===== src/rtl/sumador_pkg.sv =====
// Shared types and helpers for the bit-serial adder.
package sumador_pkg;

    // Control states: waiting for a request, adding bit by bit, result pulse.
    typedef enum logic [1:0] {
        IDLE = 2'd0,
        SUMA = 2'd1,
        FIN  = 2'd2
    } estado_t;

    // Bit-counter width: enough to count 0..n-1, never narrower than 1 bit.
    function automatic int cnt_width(input int n);
        return (n > 1) ? $clog2(n) : 1;
    endfunction

endpackage


===== src/rtl/medio_sumador.sv =====
// Half adder: two of these plus an OR make the full-adder bit slice.
module medio_sumador (
    input  logic x,
    input  logic y,
    output logic s,
    output logic c
);

    assign s = x ^ y;
    assign c = x & y;

endmodule


===== src/rtl/sumador_serie.sv =====
// Bit-serial N-bit unsigned adder, LSB first, one bit per clock,
// with a start/busy/done handshake. {carry_out, suma} = a + b.
module sumador_serie
    import sumador_pkg::*;
#(
    parameter int N = 8
) (
    input  logic         clk,
    input  logic         rst,
    input  logic         start,
    input  logic [N-1:0] a,
    input  logic [N-1:0] b,
    output logic [N-1:0] suma,
    output logic         carry_out,
    output logic         busy,
    output logic         done
);

    localparam int CW = cnt_width(N);

    estado_t         estado;
    estado_t         estado_next;
    logic [N-1:0]    ra;
    logic [N-1:0]    rb;
    logic [N-1:0]    rs;
    logic [N-1:0]    rs_next;
    logic            c;
    logic            c_next;
    logic [CW-1:0]   cnt;
    logic            ultimo;
    logic            s0;
    logic            c0;
    logic            s;
    logic            c1;

    // Full adder for the current bit slice, built from two half adders.
    medio_sumador u_ha0 (
        .x (ra[0]),
        .y (rb[0]),
        .s (s0),
        .c (c0)
    );

    medio_sumador u_ha1 (
        .x (s0),
        .y (c),
        .s (s),
        .c (c1)
    );

    assign c_next = c0 | c1;
    assign ultimo = (cnt == CW'(N - 1));

    // The new sum bit enters the result register from the MSB side, so after
    // N shifts bit 0 of the sum sits at rs[0]. A 1-bit result has nothing to shift.
    if (N == 1) begin : g_rs_1
        assign rs_next = s;
    end else begin : g_rs_n
        assign rs_next = {s, rs[N-1:1]};
    end

    // State register.
    always_ff @(posedge clk) begin
        // NOTE: clocked state uses non-blocking (<=) so every register samples
        // pre-edge values; blocking here would create order-dependent races.
        if (rst) begin
            estado <= IDLE;
        end else begin
            estado <= estado_next;
        end
    end

    // Next-state decode and handshake outputs.
    always_comb begin
        // NOTE: defaults first so every path assigns every output; a missed
        // branch would otherwise infer a latch.
        estado_next = estado;
        busy        = 1'b0;
        done        = 1'b0;
        case (estado)
            IDLE: begin
                if (start) begin
                    estado_next = SUMA;
                end
            end
            SUMA: begin
                busy = 1'b1;
                if (ultimo) begin
                    estado_next = FIN;
                end
            end
            FIN: begin
                done        = 1'b1;
                estado_next = IDLE;
            end
            default: begin
                estado_next = IDLE;
            end
        endcase
    end

    // Datapath: operand capture, serial add, and result publication on the last bit.
    always_ff @(posedge clk) begin
        if (rst) begin
            ra        <= '0;
            rb        <= '0;
            rs        <= '0;
            c         <= 1'b0;
            cnt       <= '0;
            suma      <= '0;
            carry_out <= 1'b0;
        end else begin
            case (estado)
                IDLE: begin
                    if (start) begin
                        ra  <= a;
                        rb  <= b;
                        c   <= 1'b0;
                        cnt <= '0;
                    end
                end
                SUMA: begin
                    c   <= c_next;
                    rs  <= rs_next;
                    ra  <= ra >> 1;
                    rb  <= rb >> 1;
                    cnt <= cnt + CW'(1);
                    // The previous result stays visible until this point.
                    if (ultimo) begin
                        suma      <= rs_next;
                        carry_out <= c_next;
                    end
                end
                default: begin
                end
            endcase
        end
    end

endmodule


===== config.mk =====
export PLATFORM = sky130hd
export DESIGN_NAME = sumador_serie
export DESIGN_NICKNAME = d
export VERILOG_FILES = /design/src/rtl/sumador_pkg.sv /design/src/rtl/medio_sumador.sv /design/src/rtl/sumador_serie.sv
export SDC_FILE = /design/constraint.sdc
export NUM_CORES = 1
export LEC_CHECK = 0
export BUFFER_PORTS_ARGS = -buffer_cell sky130_fd_sc_hd__buf_2
export CAP_MARGIN = 10
export CORE_ASPECT_RATIO = 2
export CORE_MARGIN = 2
export CORE_UTILIZATION = 37
export DETAILED_ROUTE_END_ITERATION = 10
export GPL_TIMING_DRIVEN = 0
export PLACE_DENSITY_LB_ADDON = 0.15
export SYNTH_ARGS = -nofsm -noshare
export SYNTH_HDL_FRONTEND = slang
export SYNTH_SLANG_ARGS = --single-unit

===== constraint.sdc =====
create_clock -name clk -period 1.8 [get_ports clk]
set_input_delay 0.36 -clock clk [delete_from_list [all_inputs] [get_ports clk]]
set_output_delay 0.36 -clock clk [all_outputs]
set_load 0.01 [all_outputs]

Word level (Yosys, flattened, before mapping)
Index checks and enable logic that the tools add are counted.
Storage, ports and cells
  word-level logic and storage cells: 37
  flip-flop bits (word level): 39
Cells by class
  eq/ne operators: 5
  bitwise operators: 5
  multiplexer cells: 13
  reductions and logical operators: 5
  $add $sub $neg: 1
Operators by type and width (count)
  8-bit one-hot mux with 2 select lines: 2
  8-bit two-way mux: 2
  3-bit one-hot mux with 2 select lines: 1
  2-bit AND reduction: 3
  2-bit two-way mux: 2
  2-bit != test, second input constant: 2
  2-bit one-hot mux with 2 select lines: 1
  3-bit by 1-bit adder with 3-bit output, second input constant: 1
  3-bit equality test, second input constant: 1
  1-bit two-way mux: 3
  3-bit two-way mux: 1
  1-bit AND: 2
  2-bit by 1-bit equality test with 1-bit output, second input constant: 1
  2-bit equality test, second input constant: 1
  2-bit zero test: 1
  1-bit one-hot mux with 2 select lines: 1
  2-bit nonzero test: 1
  1-bit XOR: 2
  1-bit OR: 1

Longest topological paths before layout
Gate-level depths: netlist (run 1).
  word-level depth: 4
  gate-level depth with buffers: 6

Modules after synthesis
A second synthesis (run 1) with hierarchy kept.
Second synthesis, totals
  cell total of the unflattened synthesis: 169
  area, all modules: 1625.3 um2
Modules (own cells, without submodules)
  sumador_serie: instances 1, area each 1600.3 um2, cells each 167
  medio_sumador: instances 2, area each 12.5 um2, cells each 1

Worst setup path after synthesis (run 1)
OpenSTA, ideal clock, no wires.
  path kind: register -> register
  start point: register cnt[0]
  end point: register carry_out
  cell stages (with the launch flop): 7
  data required time: 1.668 ns
  buffers on the path: 1
  clock period less this slack: 1.247 ns
  path slack: 0.553 ns
  data arrival time: 1.115 ns
  setup time: 0.132 ns
  cells stage by stage: dfxtp_1 > ha_1 > ha_1 > and3b_1 > clkbuf_2 > nand2_1 > a21oi_1
Between the ends
  longest elaborated chain between the ends: 2
Ends and longest elaborated chain
  start, declared: line sumador_serie.sv:29  | logic [CW-1:0] cnt;
  start signal, assigned: line sumador_serie.sv:127  | cnt <= cnt + CW'(1);
  3-bit equality test: line sumador_serie.sv:52  | assign ultimo = (cnt == CW'(N - 1));
  2-bit AND reduction (no source line)
  end signal, assigned: line sumador_serie.sv:131  | carry_out <= c_next;
  end, declared: line sumador_serie.sv:14  | output logic carry_out,
Every way passes these cells.
A chain may end at the register's enable or synchronous reset.

Worst setup path after layout (run 1)
  start point: register estado[1]
  end point: output port busy
Between the ends
  longest elaborated chain between the ends: 2
Ends and longest elaborated chain
  start, declared: line sumador_serie.sv:21  | estado_t estado;
  start signal, assigned: line sumador_serie.sv:69  | estado <= estado_next;
  2-bit by 1-bit equality test with 1-bit output: line sumador_serie.sv:80  | case (estado)
  1-bit two-way mux: line sumador_serie.sv:80
  end, declared: line sumador_serie.sv:15  | output logic busy,
Every way passes these cells.

==> results of run 1 <==
==> how the worst min path moves through the flow <==
stage	from	to	slack [ps]	depth (start not counted)
floorplan	rs[1]$_SDFFE_PP0P_	suma[0]$_SDFFE_PP0P_	430	2
global placement	suma[2]$_SDFFE_PP0P_	suma[2]$_SDFFE_PP0P_	440	2
detailed placement	suma[1]$_SDFFE_PP0P_	suma[1]$_SDFFE_PP0P_	440	2
CTS	a[7]	ra[7]$_SDFFE_PP0P_	320	3
global route	a[7]	ra[7]$_SDFFE_PP0P_	340	3
finish	a[7]	ra[7]$_SDFFE_PP0P_	330	3
==> cell type report <==
class	instances	area, um^2	area share [%]
clock buffers	8	110	5.74
repair buffers	28	140	7.31
multi-input cells	115	738	38.5
inverters	2	7.51	0.392
well taps	52	65.1	3.39
plain buffers	12	93.8	4.90
flip-flops and latches	38	762	39.8
==> state kept, by name, indices dropped and copies added, names as in the netlist <==
register	flops
rs	7
estado	2
carry_out	1
c	1
cnt	3
ra	8
suma	8
rb	8
==> power by group <==
| group | internal, W | total, W | switching (W) |
|---|---|---|---|
| combinational | 0.0000910 | 0.000194 | 0.000103 |
| sequential | 0.000878 | 0.000900 | 0.0000214 |
| clock | 0.000387 | 0.000665 | 0.000278 |
| total | 0.00136 | 0.00176 | 0.000402 |
==> synthesized netlist by cell type (2+ instances only) <==
cell type,number
a22oi_1,5
buf_6,6
nand2_1,32
ha_1,2
mux2i_1,15
a21oi_1,16
buf_2,2
dfxtp_1,38
clkbuf_1,3
a211oi_1,5
nor2_1,21
a211oi_2,10
==> layer usage <==
metal  share of wire, %  up-vias
met5                  0        -
met1                 38      563
met3                4.0        6
met2                 56       26
li1                   -      637
met4                1.9        0
==> through the flow <==
stage,area (um^2),setup WS [ps]
2_1_floorplan,1600,553
3_3_place_gp,1810,425
3_5_place_dp,1810,397
4_1_cts,1920,72.3
5_1_grt,1920,72.1
6_report,1920,167
==> cell families after synthesis <==
kind of cell	after synthesis	share of synthesized area, %
and+or+nand+nor	59	15.3
adders and majority gates	3	2.81
DFF	38	47.5
AOI/OAI and AO/OA	38	18.6
buffers and inverters	14	6.33
muxes	15	9.38
==> repair_timing <==
| action | 4_1_cts | 5_1_grt |
|---|---|---|
| buffers inserted | 0 | 0 |
| hold buffers | 0 | 0 |
| setup endpoints to repair | 0 | 1 |
| gates resized for setup | 0 | 1 |
==> critical path, stage by stage, from the launching register on <==
cell and delay [ps]:
dfxtp_2 360, nand2b_1 160, buf_6 140, inv_2 70
buf_6 130, buf_2 140
==> metrics.txt, run 1 <==
HP Class=in2reg; Achievable Freq=between 0.6 and 0.7 GHz; Avg Inst Size Synth=9.58 um^2; Setup crit start kind=flip-flop; most frequent cells in the layout=dfxtp_1, nand2_1, buf_2, nor2_1, a21oi_1; CP endpoint kind=primary output; setup TNS=0 ps; share of layout cells above drive strength 1=29.1%; DP HPWL=about 2400 um; initial antenna violation count=0; Routed Antenna Nets=0; Slew Limit Fails=0; Cells after Synth=167; placed cell count=around 250; status=finished clean; met3 usage=approximately 3.4%; Die Ht=between 90 and 100 um; Synth top area share=roughly 48%; CTS tree=built; CP arrival=1270 ps; Fin. Hold Viols=0; Vias=~1,200; largest net degree at the start of global routing=12; clk sinks=38; Post-Route WL=3090 um; fill count=between 400 and 500; Post-synth EDFFs=0; crit path to=busy; grt met1 use=13.8%; r2r startpoint=cnt[0]$_SDFFE_PP0P_; M2 GR Usage=26.8%; # rows=33; most common cell after layout, fill and taps aside=dfxtp_1; asr flop ratio synth=0%; max-cap viol count=0; Yosys warning count=0; Wirelength per Cell=12.1 um; Die X=between 50 and 60 um; post-synthesis net count=between 150 and 200; Clock Pin Slew Worst Setup and Hold Paths=70 ps; Final Util=a little under half; R2R setup slack=between 400 and 500 ps; final non-filler cell total=~260; max_slew headroom=about 58%; initial DRC count=20; smallest hold slack=between 300 and 400 ps; Peak VDD IR=between 0.5 and 0.6 mV; CP startpoint=estado[1]$_SDFFE_PP0P_; grt ovf=0; actual slew at the worst max-slew pin=between 600 and 700 ps; Clock Skews=2.60 ps; Clock Path Buffers=2; vias in the first global route=roughly 1,300; # diodes=0; Vias/cell=between 4 and 5; Synth area leader=dfxtp_1; Data required, critical path=1440 ps; CP max FO=10; die area=around 5000 um^2; I/O Pins=30; Layout area overhead=19.8%; post-synthesis register bit count=38; Synth cell types=24; synthesized cell area=between 1500 and 2000 um^2; Tcrit/Tclk final=90.7%; # setup viols final=0; global route hottest layer=met2; Root Driver=clkbuf_8; Reg2Reg Depth=6; Initial DRT Pass Iterations=4; # DRC=0; first-pass GRT wire length=between 5000 and 6000 um; initial core utilization=between 30% and 40%; Crit Path Class=reg2out; GRT Total Usage=between 10 and 15%; sequential fraction of the synthesis area=between 40% and 50%; Lkg Pwr=approximately 0.8 nW; worst r2r dst=suma[7]$_SDFFE_PP0P_; Buffers on Ports=28; Synth area leaders=dfxtp_1, mux2i_1, a211oi_2; Worst-Skew Late Latency=around 280 ps; routability cong.=approximately 0.75; P per Cell Area=917 nW/um^2; Core Region=~4100 um^2; Period minus WS final=approximately 1600 ps; htree depth=2; ys flop type=dfxtp_1; total power=roughly 0.0018 W; RSZ-0062 raised after global routing=no; fin nets=224; cts bufs inserted=5
Note: power is estimated with default switching activity, not from simulation.
==> run 2: changes to the inputs <==
- CTS_BUF_LIST: default -> sky130_fd_sc_hd__clkbuf_16
==> run 2 against run 1 <==
Net effect:
- non-clock buffer count unchanged
- sequential cell count stayed put
- critical path depth is the same
- global-route usage rose by 0.31 points
- sequential power hardly changed
- power grew 8.7%
- count of clock-buffer cells in the layout shrank 3
- clock skew is 1.7 ps higher
- register-to-register slack barely moved
- critical endpoint unchanged
- highest routed layer unchanged
==> metrics.txt, run 2 (synthesized netlist as in run 1, its figures left out) <==
initial DRC count=6; Routed Antenna Nets=0; Period minus WS final=between 1500 and 2000 ps; DP HPWL=between 2000 and 2500 um; fin nets=around 220; sequential cell fraction of total power=47.2%; CP Depth=5; Clock Pin Slew Worst Setup and Hold Paths=60 ps; Regs by FF count=ra x8, rb x8, suma x8; P per Cell Area=between 900 and 1000 nW/um^2; CP max FO=10; CP Cell Sequence=nand2b_1 > buf_6 > inv_2 > buf_6 > buf_2; Pint=~0.0015 W; CP arrival=between 1000 and 1500 ps; grt ovf=0; Fin. Hold Viols=0; smallest hold slack=about 330 ps; Placement Cell Area=around 1800 um^2; Slew Limit Fails=0; Crit Path Class=reg2out; Achievable Freq=0.588 GHz; Hold Path Depth=3; Layout area overhead=21.3%; Logic pwr share=10.2%; CP dominant cell by count=buf_6; vias in the first global route=roughly 1,300; Wirelength per Cell=about 12 um; initial core utilization=38.8%; Worst path slowest cell=dfxtp_1; Lkg Pwr=0.797 nW; clk sinks=38; max-cap viol count=0; CTS Hold Bufs=0; Clock Path Buffers=2; I/O Pins=30; Final Cell Area=slightly below 2000 um^2; actual slew at the worst max-slew pin=~630 ps; RSZ-0062 raised after global routing=no; share of layout cells above drive strength 1=27.1%; die area=4900 um^2; max_slew headroom=58.1%; status=finished clean; Worst-Skew Late Latency=about 280 ps; Vias=~1,200; most frequent cells in the layout=dfxtp_1, nand2_1, buf_2, nor2_1, a21oi_1; # rows=33; Post-Route WL=around 3100 um; routability cong.=0.752; Root Driver=clkbuf_16; CP endpoint kind=primary output; most common cell after layout, fill and taps aside=dfxtp_1; Buffers on Ports=28; Peak VDD IR=between 0.7 and 0.8 mV; Initial DRT Pass Iterations=4; post-cts sizing count=0; Reg2Reg Depth=6; Data required, critical path=1440 ps; Vias/cell=a little under 5; Tcrit/Tclk final=94.5%; Buf/Inv on CP=4; initial antenna violation count=0; Setup crit start kind=flip-flop; CP max stage delay=around 450 ps; # setup viols final=0; htree depth=2; cts bufs inserted=5; CP delay by family, top=flip-flops; Switching Fraction=a little under a quarter; CTS tree=built; Post-CTS Setup Bufs=0; # DRC=0; HP Class=in2reg; Final Util=a little under half; first-pass GRT wire length=between 5000 and 6000 um; largest net degree at the start of global routing=12; GRT Total Usage=14.7%; Switch Pwr=about 0.00044 W; Die Ht=roughly 97 um; Clock power frac=between 40% and 50%; Clock Skews=between 4 and 5 ps; # diodes=0; Core Region=4130 um^2; setup TNS=0 ps; Die X=roughly 51 um
[run 2: worst min-delay path, cell delays in order]
cell and delay, ps:
buf_2 80, a22oi_1 50, nor2_1 80
[run 2: through the flow]
| step | power (W) | std cells | setup slack [ps] |
|---|---|---|---|
| 4_1_cts | 0.00194 | 255 | 84.8 |
| 6_report | 0.00191 | 255 | 98.2 |
| 5_1_grt | 0.00198 | 255 | 2.26 |
| 3_5_place_dp | 0.00112 | 247 | 397 |
| 3_3_place_gp | 0.00111 | 247 | 425 |
| 2_1_floorplan | 0.00106 | 167 | 553 |
[run 2: worst paths after layout]
| check | from | endpoint | slack (ps) |
|---|---|---|---|
| worst min register to register | suma[1]$_SDFFE_PP0P_ | suma[1]$_SDFFE_PP0P_ | 450 |
| worst min-delay path | a[7] | ra[7]$_SDFFE_PP0P_ | 330 |
| worst max-delay path | estado[1]$_SDFFE_PP0P_ | busy | 100 |
| worst max register to register | cnt[0]$_SDFFE_PP0P_ | suma[7]$_SDFFE_PP0P_ | 410 |
[run 2: layout make-up]
| class | count | area, um^2 |
|---|---|---|
| multi-input cells | 115 | 738 |
| clock buffers | 5 | 125 |
| clock inverters | 3 | 11.3 |
| repair buffers | 28 | 140 |
| flip-flops and latches | 38 | 761 |
| plain buffers | 12 | 93.8 |
| inverters | 2 | 7.51 |
| fillers | 439 | 2190 |
| well taps | 52 | 65.1 |
[run 2: per-layer routing]
metal | vias up | wire length, um | GRT usage [%]
li1 | 640 | - | -
met3 | 8 | 139 | 4.32
met5 | - | 0 | 0
met1 | 566 | 1190 | 13.7
met2 | 26 | 1720 | 26.9
met4 | 0 | 87 | 8.11
[run 2: power groups by stage]
stage,Clock [W],Sequential [W],Combinational [W]
after global routing,0.000860,0.000906,0.000218
after CTS,0.000840,0.000901,0.000198
after detailed placement,0,0.000919,0.000198
after global placement,0,0.000917,0.000192
final,0.000816,0.000901,0.000194
after floorplan,0,0.000914,0.000148
